`config.mk`:
```
export PLATFORM = sky130hd
export DESIGN_NAME = regfile_param
export DESIGN_NICKNAME = d
export VERILOG_FILES = /design/src/rtl/regfile_pkg.sv /design/src/rtl/regfile_dump_fsm.sv /design/src/rtl/regfile_param.sv
export SDC_FILE = /design/constraint.sdc
export NUM_CORES = 1
export LEC_CHECK = 0
export ABC_AREA = 1
export BUFFER_PORTS_ARGS = -buffer_cell sky130_fd_sc_hd__buf_4
export CELL_PAD_IN_SITES_DETAIL_PLACEMENT = 0
export CELL_PAD_IN_SITES_GLOBAL_PLACEMENT = 1
export CORE_ASPECT_RATIO = 1.1
export CORE_MARGIN = 2
export CORE_UTILIZATION = 47
export CTS_BUF_LIST = sky130_fd_sc_hd__clkbuf_4
export DETAILED_ROUTE_END_ITERATION = 8
export PLACE_DENSITY = 0.89
export REMOVE_ABC_BUFFERS = 1
export SETUP_SLACK_MARGIN = 0.05
export SYNTH_ARGS = -nofsm -noshare
export SYNTH_HDL_FRONTEND = slang
export SYNTH_HIERARCHICAL = 1
export SYNTH_SLANG_ARGS = --single-unit
```
`constraint.sdc`:
```
create_clock -name clk -period 5.5 [get_ports clk]
set_clock_uncertainty 0.2 [all_clocks]
set_input_delay 0.275 -clock clk [delete_from_list [all_inputs] [get_ports clk]]
set_output_delay 0.275 -clock clk [all_outputs]
set_load 0.05 [all_outputs]
```
`src/rtl/regfile_pkg.sv`:
```
// -----------------------------------------------------------------------------
// regfile_pkg
//   Shared definitions for the parametrised register file and its dump engine.
//
//   Contents:
//     dump_state_t   - dump engine states (IDLE, SEND)
//     DEFAULT_ADDR_W - address width of the classic 8-register file
//     NREG           - register count of the classic file (1 << DEFAULT_ADDR_W)
//     REG_ZERO       - index of the hardwired-zero register
//     nreg_of()      - register count for an arbitrary address width
// -----------------------------------------------------------------------------
package regfile_pkg;

  typedef enum logic [0:0] {
    IDLE = 1'b0,
    SEND = 1'b1
  } dump_state_t;

  localparam int DEFAULT_ADDR_W = 3;
  localparam int NREG           = 1 << DEFAULT_ADDR_W;
  localparam int REG_ZERO       = 0;

  // A package cannot be parametrised, so modules with a non-default ADDR_W
  // derive their own register count through this helper.
  function automatic int nreg_of(input int addr_w);
    return 1 << addr_w;
  endfunction

endpackage

```
`src/rtl/regfile_dump_fsm.sv`:
```
// -----------------------------------------------------------------------------
// regfile_dump_fsm
//   Streams every register of the file, index 0 first, over a valid/ready
//   handshake. Each beat's data is captured into a holding register when the
//   beat is launched, so later writes to the array cannot disturb a beat that
//   is waiting for the consumer.
//
//   Ports:
//     clk, rst_n   - clock, asynchronous active-low reset
//     dump_start   - request a dump; only looked at while IDLE
//     dump_ready   - consumer accepts the current beat
//     rdata        - bypassed array value at raddr (from the parent's read mux)
//     raddr        - array index the next beat will be captured from
//     dump_busy    - engine not IDLE
//     dump_valid   - dump_addr/dump_data hold a beat
//     dump_addr    - index of the current beat
//     dump_data    - captured value of register dump_addr
//     dump_done    - one-cycle pulse after the last beat is accepted
// -----------------------------------------------------------------------------
module regfile_dump_fsm
  import regfile_pkg::*;
#(
  parameter int DATA_W = 8,
  parameter int ADDR_W = 3
) (
  input  logic              clk,
  input  logic              rst_n,
  input  logic              dump_start,
  input  logic              dump_ready,
  input  logic [DATA_W-1:0] rdata,
  output logic [ADDR_W-1:0] raddr,
  output logic              dump_busy,
  output logic              dump_valid,
  output logic              dump_done,
  output logic [ADDR_W-1:0] dump_addr,
  output logic [DATA_W-1:0] dump_data
);

  // The last register index is all ones for any power-of-two register count.
  localparam logic [ADDR_W-1:0] LAST_ADDR = {ADDR_W{1'b1}};

  dump_state_t       state_reg, state_next;
  logic [ADDR_W-1:0] addr_reg,  addr_next;
  logic [DATA_W-1:0] data_reg,  data_next;
  logic              done_reg,  done_next;

  // While IDLE the only beat that can be launched is index 0; while sending,
  // the only one is the successor of the current beat. Pointing the read mux
  // there permanently means the capture below needs no extra select logic.
  // At LAST_ADDR the increment wraps, but that value is never captured.
  assign raddr = (state_reg == IDLE) ? ADDR_W'(REG_ZERO) : addr_reg + 1'b1;

  always_ff @(posedge clk or negedge rst_n) begin
    if (!rst_n) begin
      state_reg <= IDLE;
      addr_reg  <= '0;
      data_reg  <= '0;
      done_reg  <= 1'b0;
    end else begin
      state_reg <= state_next;
      addr_reg  <= addr_next;
      data_reg  <= data_next;
      done_reg  <= done_next;
    end
  end

  always_comb begin
    state_next = state_reg;
    addr_next  = addr_reg;
    data_next  = data_reg;
    done_next  = 1'b0;

    case (state_reg)
      IDLE: begin
        // A start that coincides with the done pulse lands here too, so a
        // new dump can follow the previous one without a gap cycle.
        if (dump_start) begin
          state_next = SEND;
          addr_next  = ADDR_W'(REG_ZERO);
          data_next  = rdata;
        end
      end

      SEND: begin
        // Without a handshake everything holds, which keeps the beat stable.
        if (dump_ready) begin
          if (addr_reg == LAST_ADDR) begin
            // dump_addr deliberately keeps the last index after the dump.
            state_next = IDLE;
            done_next  = 1'b1;
          end else begin
            addr_next = addr_reg + 1'b1;
            data_next = rdata;
          end
        end
      end

      default: begin
        state_next = IDLE;
      end
    endcase
  end

  assign dump_busy  = (state_reg != IDLE);
  assign dump_valid = (state_reg == SEND);
  assign dump_done  = done_reg;
  assign dump_addr  = addr_reg;
  assign dump_data  = data_reg;

endmodule

```
`src/rtl/regfile_param.sv`:
```
// -----------------------------------------------------------------------------
// regfile_param
//   Parametrised register file: 2**ADDR_W registers of DATA_W bits, two
//   combinational read ports, one synchronous write port, register 0
//   hardwired to zero, optional write-to-read bypass, plus a dump engine that
//   streams the whole file out for the debug/display path.
//
//   Parameters:
//     DATA_W - word width
//     ADDR_W - address width (register count is 2**ADDR_W)
//     BYPASS - 1: reading the address written this cycle returns wd3
//              0: it returns the stored value
//
//   Ports:
//     clk, rst_n           - clock, asynchronous active-low reset
//     we3, wa3, wd3        - write enable / address / data
//     ra1, rd1, ra2, rd2   - read ports (combinational)
//     dump_start           - request a full dump (ignored while busy)
//     dump_busy            - dump engine active
//     dump_valid/ready     - beat handshake
//     dump_addr/dump_data  - current beat index and captured value
//     dump_done            - one-cycle pulse after the last beat
// -----------------------------------------------------------------------------
module regfile_param
  import regfile_pkg::*;
#(
  parameter int DATA_W = 8,
  parameter int ADDR_W = 3,
  parameter int BYPASS = 1
) (
  input  logic              clk,
  input  logic              rst_n,
  input  logic              we3,
  input  logic [ADDR_W-1:0] wa3,
  input  logic [DATA_W-1:0] wd3,
  input  logic [ADDR_W-1:0] ra1,
  input  logic [ADDR_W-1:0] ra2,
  output logic [DATA_W-1:0] rd1,
  output logic [DATA_W-1:0] rd2,
  input  logic              dump_start,
  output logic              dump_busy,
  output logic              dump_valid,
  input  logic              dump_ready,
  output logic [ADDR_W-1:0] dump_addr,
  output logic [DATA_W-1:0] dump_data,
  output logic              dump_done
);

  localparam int NUM_REGS  = nreg_of(ADDR_W);
  localparam int NUM_RPORT = 3;  // rd1, rd2 and the dump engine

  logic [DATA_W-1:0] regs_reg [NUM_REGS];

  logic [ADDR_W-1:0] dump_raddr;
  logic [DATA_W-1:0] dump_rdata;

  // Storage. Entry 0 is cleared by reset and never written, and the read
  // muxes force it to zero anyway, so synthesis may trim it away.
  always_ff @(posedge clk or negedge rst_n) begin
    if (!rst_n) begin
      for (int i = 0; i < NUM_REGS; i++) begin
        regs_reg[i] <= '0;
      end
    end else if (we3 && (wa3 != ADDR_W'(REG_ZERO))) begin
      regs_reg[wa3] <= wd3;
    end
  end

  // Three identical read muxes. The zero test is applied last so that a
  // write aimed at register 0 can never leak through the bypass path.
  for (genvar gi = 0; gi < NUM_RPORT; gi++) begin : g_rport
    logic [ADDR_W-1:0] addr;
    logic [DATA_W-1:0] data;

    assign addr = (gi == 0) ? ra1 : (gi == 1) ? ra2 : dump_raddr;

    always_comb begin
      data = regs_reg[addr];
      if ((BYPASS != 0) && we3 && (addr == wa3)) begin
        data = wd3;
      end
      if (addr == ADDR_W'(REG_ZERO)) begin
        data = '0;
      end
    end
  end

  assign rd1        = g_rport[0].data;
  assign rd2        = g_rport[1].data;
  assign dump_rdata = g_rport[2].data;

  regfile_dump_fsm #(
    .DATA_W (DATA_W),
    .ADDR_W (ADDR_W)
  ) u_dump (
    .clk        (clk),
    .rst_n      (rst_n),
    .dump_start (dump_start),
    .dump_ready (dump_ready),
    .rdata      (dump_rdata),
    .raddr      (dump_raddr),
    .dump_busy  (dump_busy),
    .dump_valid (dump_valid),
    .dump_done  (dump_done),
    .dump_addr  (dump_addr),
    .dump_data  (dump_data)
  );

endmodule

```
==> run metrics, run 1 <==
outcome=finished, final reports clean; chip width=105 microns; Post-Syn Instances=845; P_leak=3.00 nW; Largest register FFs=64; htree depth=3; CTS root buf=clkbuf_4; initial antenna violation count=0; final hold vios=0; Congestion Overflow GR=0; Starting Density=48.5%; vias per std cell=5.60; # IOs=52; VDD IR max=316 uV; power per cell area=447 nW/um^2; Detailed Route Iter0 Violations=571; Routed wire per std cell=16.6 microns; Final Slew Violations=0; synth warn=6; fillers=1136; synth-to-layout area growth=7.37%; top routing layer used=met4; most frequent cell after synthesis=nand2_1; GRT Overall Usage=28.5%; sequential element share of the synthesized area=36.3%; DP HPWL=11.1 mm; Core Area=11000 sq um; Min Hold Slack=14.5 ps; number of flops mapped to enable cells by yosys=0; critical-path maximum fanout=19; Nets=881; Clock Pin Slew Worst Setup and Hold Paths=130 ps; Routed Antenna Nets=0; post-route insts no fill=1008; Finish-stage setup viols=0; vias in the first global route=5003; met2 WL=7.62 mm; Yosys reg bits=77; max_cap viols=0; Rows=40; Max clock buf depth=2; post-cts resize count=0; CTS Buf Count=9; Peak Freq=347 MHz; Synth area leaders=dfrtp_1 (36%), nand2_1 (25%), nand3_1 (15%), nor2_1 (5.9%), o21ai_0 (4.7%); Yosys top cell area share=36.3%; ys async rst share=100%; Placed Cells=990; worst endpoint required time=5710 ps; full die area=12200 sq um; CP Launch Type=register; synthesized cell area=5310 sq um; Vias=5642; ANT cells=0; area leader, netlist=dfrtp_1; global-route wire length before repair=26.9 mm; DRC=0; final WL=16.8 mm; Distinct cells, synth=20; Post-synth top cells=nand2_1 (360), nand3_1 (161), nor2_1 (83); period utilization=52.4%; pin count of the biggest net entering global routing=78; # port buffers=51; GP Congestion=0.919; CTS tree=done; Hold WC Path Type=input port to register; wl on met1=7.40 mm; DR WL met3=1.29 mm; Critical Path AT=3090 ps; worst-margin pin slew=984 ps; Worst setup EP type=register; clock latency on the worst-skew pair=470 ps; Post-Syn Area per Cell=6.29 sq um; chip height=115 microns; CP Class=register to register; fin crit period=2880 ps; DRT Pass-1 Iters=5; fraction of layout cells with a size suffix above 1=10.7%; Top FF cell, synth=dfrtp_1; worst rel slew slack=34.4%; total clock sinks=77; setup tns final=0 ps; RSZ-0062 raised after global routing=no
## cell families after synthesis
| kind of cell | count (synthesis) | synth area share (%) |
|---|---|---|
| flip-flops | 77 | 36.3 |
| adder cells (fa/ha/maj) | 2 | 0.471 |
| AND/OR/NAND/NOR | 621 | 49.5 |
| AO/OA/AOI/OAI | 60 | 5.65 |
| buffers and inverters | 85 | 8.10 |
## layout by cell type, fill, tap and decap left out, drive strengths merged
master,n
nand2,366
nor3,1
nand3,162
dlygate4sd3,3
clkinv,12
o21ai,50
a21oi,10
inv,23
clkbuf,11
nor2,92
buf,52
ha,2
dfrtp,77
## worst paths after layout
path	startpoint	endpoint	slack, ps	cells past startpoint
min reg2reg	regs_reg[61]	regs_reg[61]	240	0
max reg2reg	u_dump/dump_addr[0]	u_dump/dump_data[7]	2620	13
max in group asynchronous	rst_n	regs_reg[6]	4180	2
max	u_dump/dump_addr[0]	u_dump/dump_data[7]	2620	13
min	wd3[2]	regs_reg[2]	10	3
min in group asynchronous	rst_n	regs_reg[32]	300	2
## cell type report
cell class	count	area, sq um	share of cell area [%]
multi-input combinational	683	2960	51.8
sequential	77	1930	33.8
tap	147	184	3.23
clock buffer	11	82.6	1.45
inverter	31	116	2.04
clock inverter	4	16.3	0.285
timing repair buffer	55	420	7.37
## worst max-delay path, stage by stage (launching register included)
cell,delay [ps]
dfrtp_1,440
ha_1,290
nand2_1,50
inv_1,560
inv_2,350
nand2_1,140
nand2_1,90
nor2_4,220
nand2_4,110
nand2_1,80
nor2_1,40
nor2_1,90
nand3_1,80
nand2_1,80
## through the flow
stage               util [%]  total power [mW]  area [sq um]  setup WS [ps]
CTS                     52.0              2.54          5700           2680
global placement        50.9              2.22          5570           2780
floorplan                  -              1.83          5000           1700
finish                  52.0              2.55          5700           2620
global route            52.0              2.76          5700           2440
detailed placement      50.9              2.24          5570           2710
## repair_timing
| item | in CTS | in global routing |
|---|---|---|
| hold buffers | 3 | 0 |
| hold endpoints to repair | 79 | 0 |
| setup buffers | 0 | 0 |
## per-layer routing
metal | track usage [%] | vias to the layer above
li1 | - | 2718
met1 | 39.9 | 2610
met2 | 44.9 | 275
met3 | 2.92 | 39
met4 | 13.1 | 0
met5 | 0 | -
## report_power, final
part / total (mW) / internal, mW / switching, mW
Combinational: 1.45 / 0.444 / 1.00
Clock: 0.301 / 0.0956 / 0.205
Sequential: 0.804 / 0.684 / 0.120
Total: 2.55 / 1.22 / 1.33
Note: power is estimated with default switching activity, not from simulation.
==> run 2: changes to the inputs <==
--- a/config.mk
+++ b/config.mk
@@ -5,16 +5,16 @@
 export SDC_FILE = /design/constraint.sdc
 export NUM_CORES = 1
 export LEC_CHECK = 0
-export ABC_AREA = 1
+export ABC_AREA = 0
 export BUFFER_PORTS_ARGS = -buffer_cell sky130_fd_sc_hd__buf_4
 export CELL_PAD_IN_SITES_DETAIL_PLACEMENT = 0
 export CELL_PAD_IN_SITES_GLOBAL_PLACEMENT = 1
 export CORE_ASPECT_RATIO = 1.1
 export CORE_MARGIN = 2
-export CORE_UTILIZATION = 47
+export CORE_UTILIZATION = 46
 export CTS_BUF_LIST = sky130_fd_sc_hd__clkbuf_4
 export DETAILED_ROUTE_END_ITERATION = 8
-export PLACE_DENSITY = 0.89
+export PLACE_DENSITY = 0.78
 export REMOVE_ABC_BUFFERS = 1
 export SETUP_SLACK_MARGIN = 0.05
 export SYNTH_ARGS = -nofsm -noshare
==> constraint.sdc (replaced) <==
create_clock -name clk -period 2.55 [get_ports clk]
set_clock_uncertainty 0.2 [all_clocks]
set_input_delay 0.1275 -clock clk [delete_from_list [all_inputs] [get_ports clk]]
set_output_delay 0.1275 -clock clk [all_outputs]
set_load 0.05 [all_outputs]
==> run 2 against run 1 <==
Net effect: power grew 140%; synthesized area shrank 5.9%; critical path type unchanged; clock power grew to 3.2 times the previous value.
==> run metrics, run 2 <==
RSZ-0062 raised after global routing=no (unchanged); critical-path maximum fanout=4 (was 19); Placed Cells=523 (was 990); Flop pwr share=28.1% (was 31.5%); P_leak=2.54 nW (was 3.00 nW); final WL=12.5 mm (was 16.8 mm); Starting Density=47.6% (was 48.5%); CTS Buf Count=9 (unchanged); outcome=finished, final reports clean (unchanged); Largest register FFs=64 (unchanged); Hold WC Path Type=input port to register (unchanged); vias in the first global route=3328 (was 5003); DP HPWL=8.19 mm (was 11.1 mm); max_cap viols=0 (unchanged); VDD IR max=545 uV (was 316 uV); Synth area leaders=dfrtp_1 (39%), mux2_2 (14%), mux4_2 (12%), mux4_1 (11%), mux2i_1 (4.8%) (was dfrtp_1 (36%), nand2_1 (25%), nand3_1 (15%), nor2_1 (5.9%), o21ai_0 (4.7%)); fin crit period=2410 ps (was 2880 ps); worst reg2reg setup slack=140 ps (was 2620 ps); htree depth=3 (unchanged); worst hold endpoint=regs_reg[47] (was regs_reg[2]); Routed wire per std cell=22.4 microns (was 16.6 microns); Clk pwr share=15.4% (was 11.8%); synth-to-layout area growth=16.7% (was 7.37%); Nets=431 (was 881); chip height=113 microns (was 115 microns); Detailed Route Iter0 Violations=135 (was 571); chip width=103 microns (was 105 microns); most frequent cell after synthesis=dfrtp_1 (was nand2_1); worst-margin pin slew=977 ps (was 984 ps); PnR worst setup slack=143 ps (was 2620 ps); hold path cells=3 (unchanged); Top FF cell, synth=dfrtp_1 (unchanged); Rows=39 (was 40); Vias=3286 (was 5642); Routed Antenna Nets=0 (unchanged); Core Area=10500 sq um (was 11000 sq um); Yosys top cell area share=38.5% (was 36.3%); CTS root buf=clkbuf_4 (unchanged); Finish-stage setup viols=0 (unchanged); number of flops mapped to enable cells by yosys=0 (unchanged); post-route insts no fill=556 (was 1008); vias per std cell=5.91 (was 5.60); worst rel slew slack=34.9% (was 34.4%); full die area=11700 sq um (was 12200 sq um); Distinct cells, synth=32 (was 20); DRT Pass-1 Iters=4 (was 5); # port buffers=51 (unchanged); cells on worst reg2reg path=8 (was 13); CP Launch Type=register (unchanged); DRC=0 (unchanged); Post-Syn Instances=347 (was 845); Post-synth top cells=dfrtp_1 (77), mux2_2 (64), mux4_2 (27) (was nand2_1 (360), nand3_1 (161), nor2_1 (83)); initial antenna violation count=1 (was 0); area leader, netlist=dfrtp_1 (unchanged); worst min-delay path startpoint=wa3[0] (was wd3[2]); # IOs=52 (unchanged); final hold vios=0 (unchanged); Post-Syn Area per Cell=14.4 sq um (was 6.29 sq um); fraction of layout cells with a size suffix above 1=48.3% (was 10.7%); R2R Path End=u_dump/dump_data[4] (was u_dump/dump_data[7]); placed instance area=5450 sq um (was 5570 sq um); synthesized cell area=5000 sq um (was 5310 sq um); cell-internal power=3.80 mW (was 1.22 mW); global-route wire length before repair=19.0 mm (was 26.9 mm); Sw Ratio=38.5% (was 52.0%); CTS tree=done (unchanged); Yosys reg bits=77 (unchanged); power per cell area=1060 nW/um^2 (was 447 nW/um^2); total clock sinks=77 (unchanged); commonest non-fill, non-tap cell in the layout=dfrtp_1 (was nand2_1); Final Slew Violations=0 (unchanged); synth warn=6 (unchanged); CP Class=register to register (unchanged); GP Congestion=0.826 (was 0.919); period utilization=94.4% (was 52.4%); GRT Overall Usage=22.4% (was 28.5%); reg2reg start=u_dump/dump_addr[0] (unchanged); most frequent cells in the layout=dfrtp_1 (77), buf_4 (73), mux2_2 (64) (was nand2_1 (360), nand3_1 (161), nor2_1 (82)); sequential element share of the synthesized area=38.5% (was 36.3%); combinational share of power=56.6% (was 56.7%); ys async rst share=100% (unchanged); Congestion Overflow GR=0 (unchanged); area of the multi-input gates=2740 sq um (was 2960 sq um); Worst setup EP type=register (unchanged); DP Worst Slack=76.9 ps (was 2710 ps); Clock Pin Slew Worst Setup and Hold Paths=140 ps (was 130 ps); pin count of the biggest net entering global routing=78 (unchanged); worst endpoint required time=2650 ps (was 5710 ps); final core occ=55.6% (was 52.0%); switching power=2.38 mW (was 1.33 mW); fillers=842 (was 1136); Min Hold Slack=74.6 ps (was 14.5 ps); cell area after layout=5840 sq um (was 5700 sq um); Reg area=1930 sq um (unchanged); Max clock buf depth=2 (unchanged); clock latency on the worst-skew pair=420 ps (was 470 ps); Peak Freq=416 MHz (was 347 MHz); Critical Path AT=2510 ps (was 3090 ps)
[run 2: layer usage]
metal  track usage (%)  wire length (microns)  vias to the layer above
li1                  -                      -                     1479
met1              31.0                   5250                     1677
met2              36.3                   6350                      111
met3              2.78                    620                       19
met4              8.07                    246                        0
met5                 0                      0                        -
[run 2: kinds of logic after synthesis]
| logic type | after synthesis | synth area share [%] |
|---|---|---|
| DFF | 77 | 38.5 |
| buffers and inverters | 45 | 6.71 |
| muxes | 137 | 42.9 |
| AOI/OAI and AO/OA | 27 | 4.08 |
| and+or+nand+nor | 49 | 5.53 |
| adders and majority gates | 2 | 0.501 |
| xor gates and xnor gates | 10 | 1.75 |
[run 2: worst max-delay path by stage]
stage	startpoint	end	slack [ps]	cells past startpoint
finish	u_dump/dump_addr[0]	u_dump/dump_data[4]	140	8
global route	u_dump/dump_addr[0]	u_dump/dump_data[2]	60	9
CTS	u_dump/dump_addr[0]	u_dump/dump_data[0]	50	8
detailed placement	u_dump/dump_addr[1]	u_dump/dump_data[0]	80	8
global placement	u_dump/dump_addr[1]	u_dump/dump_data[0]	140	8
floorplan	u_dump/dump_busy	u_dump/dump_data[0]	-670	6
[run 2: power groups by stage]
stage,registers (mW),logic (mW),clock network [mW]
floorplan,1.99,1.94,0
detailed placement,1.76,3.18,0
CTS,1.73,3.38,0.961
finish,1.74,3.50,0.951
global route,1.77,3.73,1.02
global placement,1.74,3.12,0
[run 2: critical path: stages (launching register included)]
cell,delay [ps]
dfrtp_1,410
ha_1,290
nand2_2,80
clkinv_4,100
clkbuf_16,160
mux4_1,560
mux2i_1,150
a211oi_1,80
mux2_2,270
[run 2: repair_timing]
action | 4_1_cts | 5_1_grt
cloned | 1 | 1
hold endpoints to repair | 138 | 0
endpoints found under the setup margin | 2 | 8
hold buffers | 12 | 0
resized for setup | 1 | 9
setup buffers | 1 | 1
[run 2: area by class of cell]
cell class / count / area share, %
Clock inverter: 6 / 1.87
Clock buffer: 10 / 1.29
Sequential cell: 77 / 33.0
Antenna cell: 1 / 0.0429
Tap cell: 143 / 3.07
Multi-Input combinational cell: 225 / 47.0
Timing Repair Buffer: 91 / 13.4
Inverter: 3 / 0.279
[run 2: per-stage QoR]
| step | power, mW | setup TNS [ps] |
|---|---|---|
| floorplan | 3.94 | -5350 |
| detailed placement | 4.94 | 0 |
| global route | 6.52 | 0 |
| global placement | 4.87 | 0 |
| finish | 6.19 | 0 |
| CTS | 6.08 | 0 |
==> run 3: changes to the inputs <==
--- a/config.mk
+++ b/config.mk
@@ -15,7 +15,6 @@
 export CTS_BUF_LIST = sky130_fd_sc_hd__clkbuf_4
 export DETAILED_ROUTE_END_ITERATION = 8
 export PLACE_DENSITY = 0.78
-export REMOVE_ABC_BUFFERS = 1
 export SETUP_SLACK_MARGIN = 0.05
 export SYNTH_ARGS = -nofsm -noshare
 export SYNTH_HDL_FRONTEND = slang
==> constraint.sdc (replaced) <==
create_clock -name clk -period 2.55 [get_ports clk]
set_clock_uncertainty 0.2 [all_clocks]
set_input_delay 0.255 -clock clk [delete_from_list [all_inputs] [get_ports clk]]
set_output_delay 0.255 -clock clk [all_outputs]
set_load 0.05 [all_outputs]
==> run 3 against run 2 <==
Net effect: cell area is 0.73% higher; register-to-register slack gained 20 ps; die area unchanged; hold slack better by 69 ps; final cell count grew 1.1%; worst setup slack worse by 48 ps.
==> run metrics, run 3 (synthesized netlist as in run 2, its figures left out) <==
Routed wire per std cell=22.2 microns (was 22.4 microns); critical-path maximum fanout=4 (unchanged); Worst setup EP type=primary output (was register); post-synth net total=371; cell-internal power=3.68 mW (was 3.80 mW); CP Launch Type=register (unchanged); VDD IR max=475 uV (was 545 uV); full die area=11700 sq um (unchanged); Rows=39 (unchanged); Sw Ratio=39.5% (was 38.5%); outcome=finished, final reports clean (unchanged); Starting Density=47.6% (unchanged); # port buffers=51 (unchanged); placed instance area=5510 sq um (was 5450 sq um); GRT Overall Usage=22.5% (was 22.4%); area of the multi-input gates=2790 sq um (was 2740 sq um); CP Class=register to primary output (was register to register); combinational share of power=59.0% (was 56.6%); RSZ-0062 raised after global routing=no (unchanged); fin crit period=2450 ps (was 2410 ps); chip height=113 microns (unchanged); worst-margin pin slew=664 ps (was 977 ps); Clk pwr share=12.2% (was 15.4%); P_leak=2.55 nW (was 2.54 nW); max_cap viols=0 (unchanged); Final Slew Violations=0 (unchanged); Congestion Overflow GR=0 (unchanged); clock latency on the worst-skew pair=450 ps (was 420 ps); initial antenna violation count=1 (unchanged); Max clock buf depth=2 (unchanged); most frequent cells in the layout=buf_4 (79), dfrtp_1 (74), mux2_2 (64) (was dfrtp_1 (77), buf_4 (73), mux2_2 (64)); Largest register FFs=64 (unchanged); Detailed Route Iter0 Violations=218 (was 135); total clock sinks=77 (unchanged); Flop pwr share=28.8% (was 28.1%); DRT Pass-1 Iters=4 (unchanged); Routed Antenna Nets=0 (unchanged); commonest non-fill, non-tap cell in the layout=buf_4 (was dfrtp_1); chip width=103 microns (unchanged); Nets=437 (was 431); met3 usage=3.15% (was 2.78%); # IOs=52 (unchanged); pin count of the biggest net entering global routing=45 (was 78); final hold vios=0 (unchanged); synth-to-layout area growth=17.6% (was 16.7%); Finish-stage setup viols=0 (unchanged); worst endpoint required time=2100 ps (was 2650 ps); Vias=3343 (was 3286); Clock Pin Slew Worst Setup and Hold Paths=130 ps (was 140 ps); PnR worst setup slack=95.4 ps (was 143 ps); CTS Buf Count=9 (unchanged); Core Area=10500 sq um (unchanged); GR met2 Demand/Resource=36.4% (was 36.3%); DP HPWL=8.41 mm (was 8.19 mm); vias in the first global route=3326 (was 3328); Hold WC Path Type=input port to asynchronous set/reset pin (was input port to register); final WL=12.5 mm (about the same); global-route wire length before repair=19.0 mm (about the same); Reg area=1930 sq um (about the same); global routing's busiest layer=met2 (unchanged); GP Congestion=0.814 (was 0.826); CTS tree=done (unchanged); switching power=2.40 mW (was 2.38 mW); htree depth=3 (unchanged); met1 Use GR=30.0% (was 31.0%); Peak Freq=407 MHz (was 416 MHz); cell area after layout=5880 sq um (was 5840 sq um); worst rel slew slack=55.6% (was 34.9%); Critical Path AT=2000 ps (was 2510 ps); setup tns final=0 ps (unchanged); DP Worst Slack=48.1 ps (was 76.9 ps); vias per std cell=5.95 (was 5.91); DRC=0 (unchanged); fillers=866 (was 842); CTS root buf=clkbuf_4 (unchanged); period utilization=96.3% (was 94.4%); fraction of layout cells with a size suffix above 1=50.7% (was 48.3%); power per cell area=1030 nW/um^2 (was 1060 nW/um^2)
-- run 3: changes by cell type in the layout (fill, tap and decap cells not counted), moves of 2 or more --
cell,delta
a211oi_1,-5
dfrtp_1,-3
a211oi_2,+5
dfrtp_2,+3
bufinv_16,-2
buf_4,+6
-- run 3: layer usage --
layer / vias to the layer above / routed length (microns)
li1: 1495 / -
met1: 1713 / 5090
met2: 117 / 6340
met3: 18 / 807
met4: 0 / 255
met5: - / 0
-- run 3: repair_timing --
action	in CTS	in global routing
setup endpoints to repair	1	8
setup buffers	4	0
gates cloned	1	1
hold buffers	12	0
gates resized for setup	1	8
endpoints found under the hold margin	102	0
pin swaps	0	1
-- run 3: path summary, 6_finish.rpt --
kind / from / end / slack [ps] / cells past startpoint
max: regs_reg[17] / rd2[1] / 100 / 4
min: rst_n / regs_reg[14] / 140 / 2
max reg2reg: u_dump/dump_addr[1] / u_dump/dump_data[5] / 160 / 8
min reg2reg: regs_reg[56] / regs_reg[56] / 230 / 0
max in group asynchronous: rst_n / regs_reg[16] / 1300 / 3
min in group clk: wa3[2] / regs_reg[42] / 150 / 3
-- run 3: power by group through the flow --
stage                     clock network, mW  registers [mW]  logic, mW
after global placement                    0            1.75       3.15
after CTS                             0.755            1.74       3.46
final                                 0.739            1.75       3.59
after detailed placement                  0            1.78       3.20
after floorplan                           0            1.98       2.25
after global routing                  0.803            1.79       3.79
-- run 3: layout make-up --
class / instances / share of cell area, %
Timing Repair Buffer: 97 / 14.1
Tap cell: 143 / 3.04
Sequential cell: 77 / 32.8
Clock buffer: 11 / 1.40
Multi-Input combinational cell: 225 / 47.4
Inverter: 3 / 0.277
Antenna cell: 1 / 0.0426
Clock inverter: 5 / 0.873
-- run 3: critical path, cell delays in order (launching register included) --
cell      delay [ps]
dfrtp_1          430
mux4_1           510
mux2i_1          310
a211oi_2         120
buf_4            200
-- run 3: through the flow --
step                utilization (%)  hold WS [ps]  total power [mW]  instances
finish                         56.0           143              6.08        562
global route                   56.0           151              6.39        562
CTS                            55.6           135              5.95        560
detailed placement             52.5           105              4.97        527
global placement               52.5           102              4.90        527
floorplan                         -          -241              4.23        347
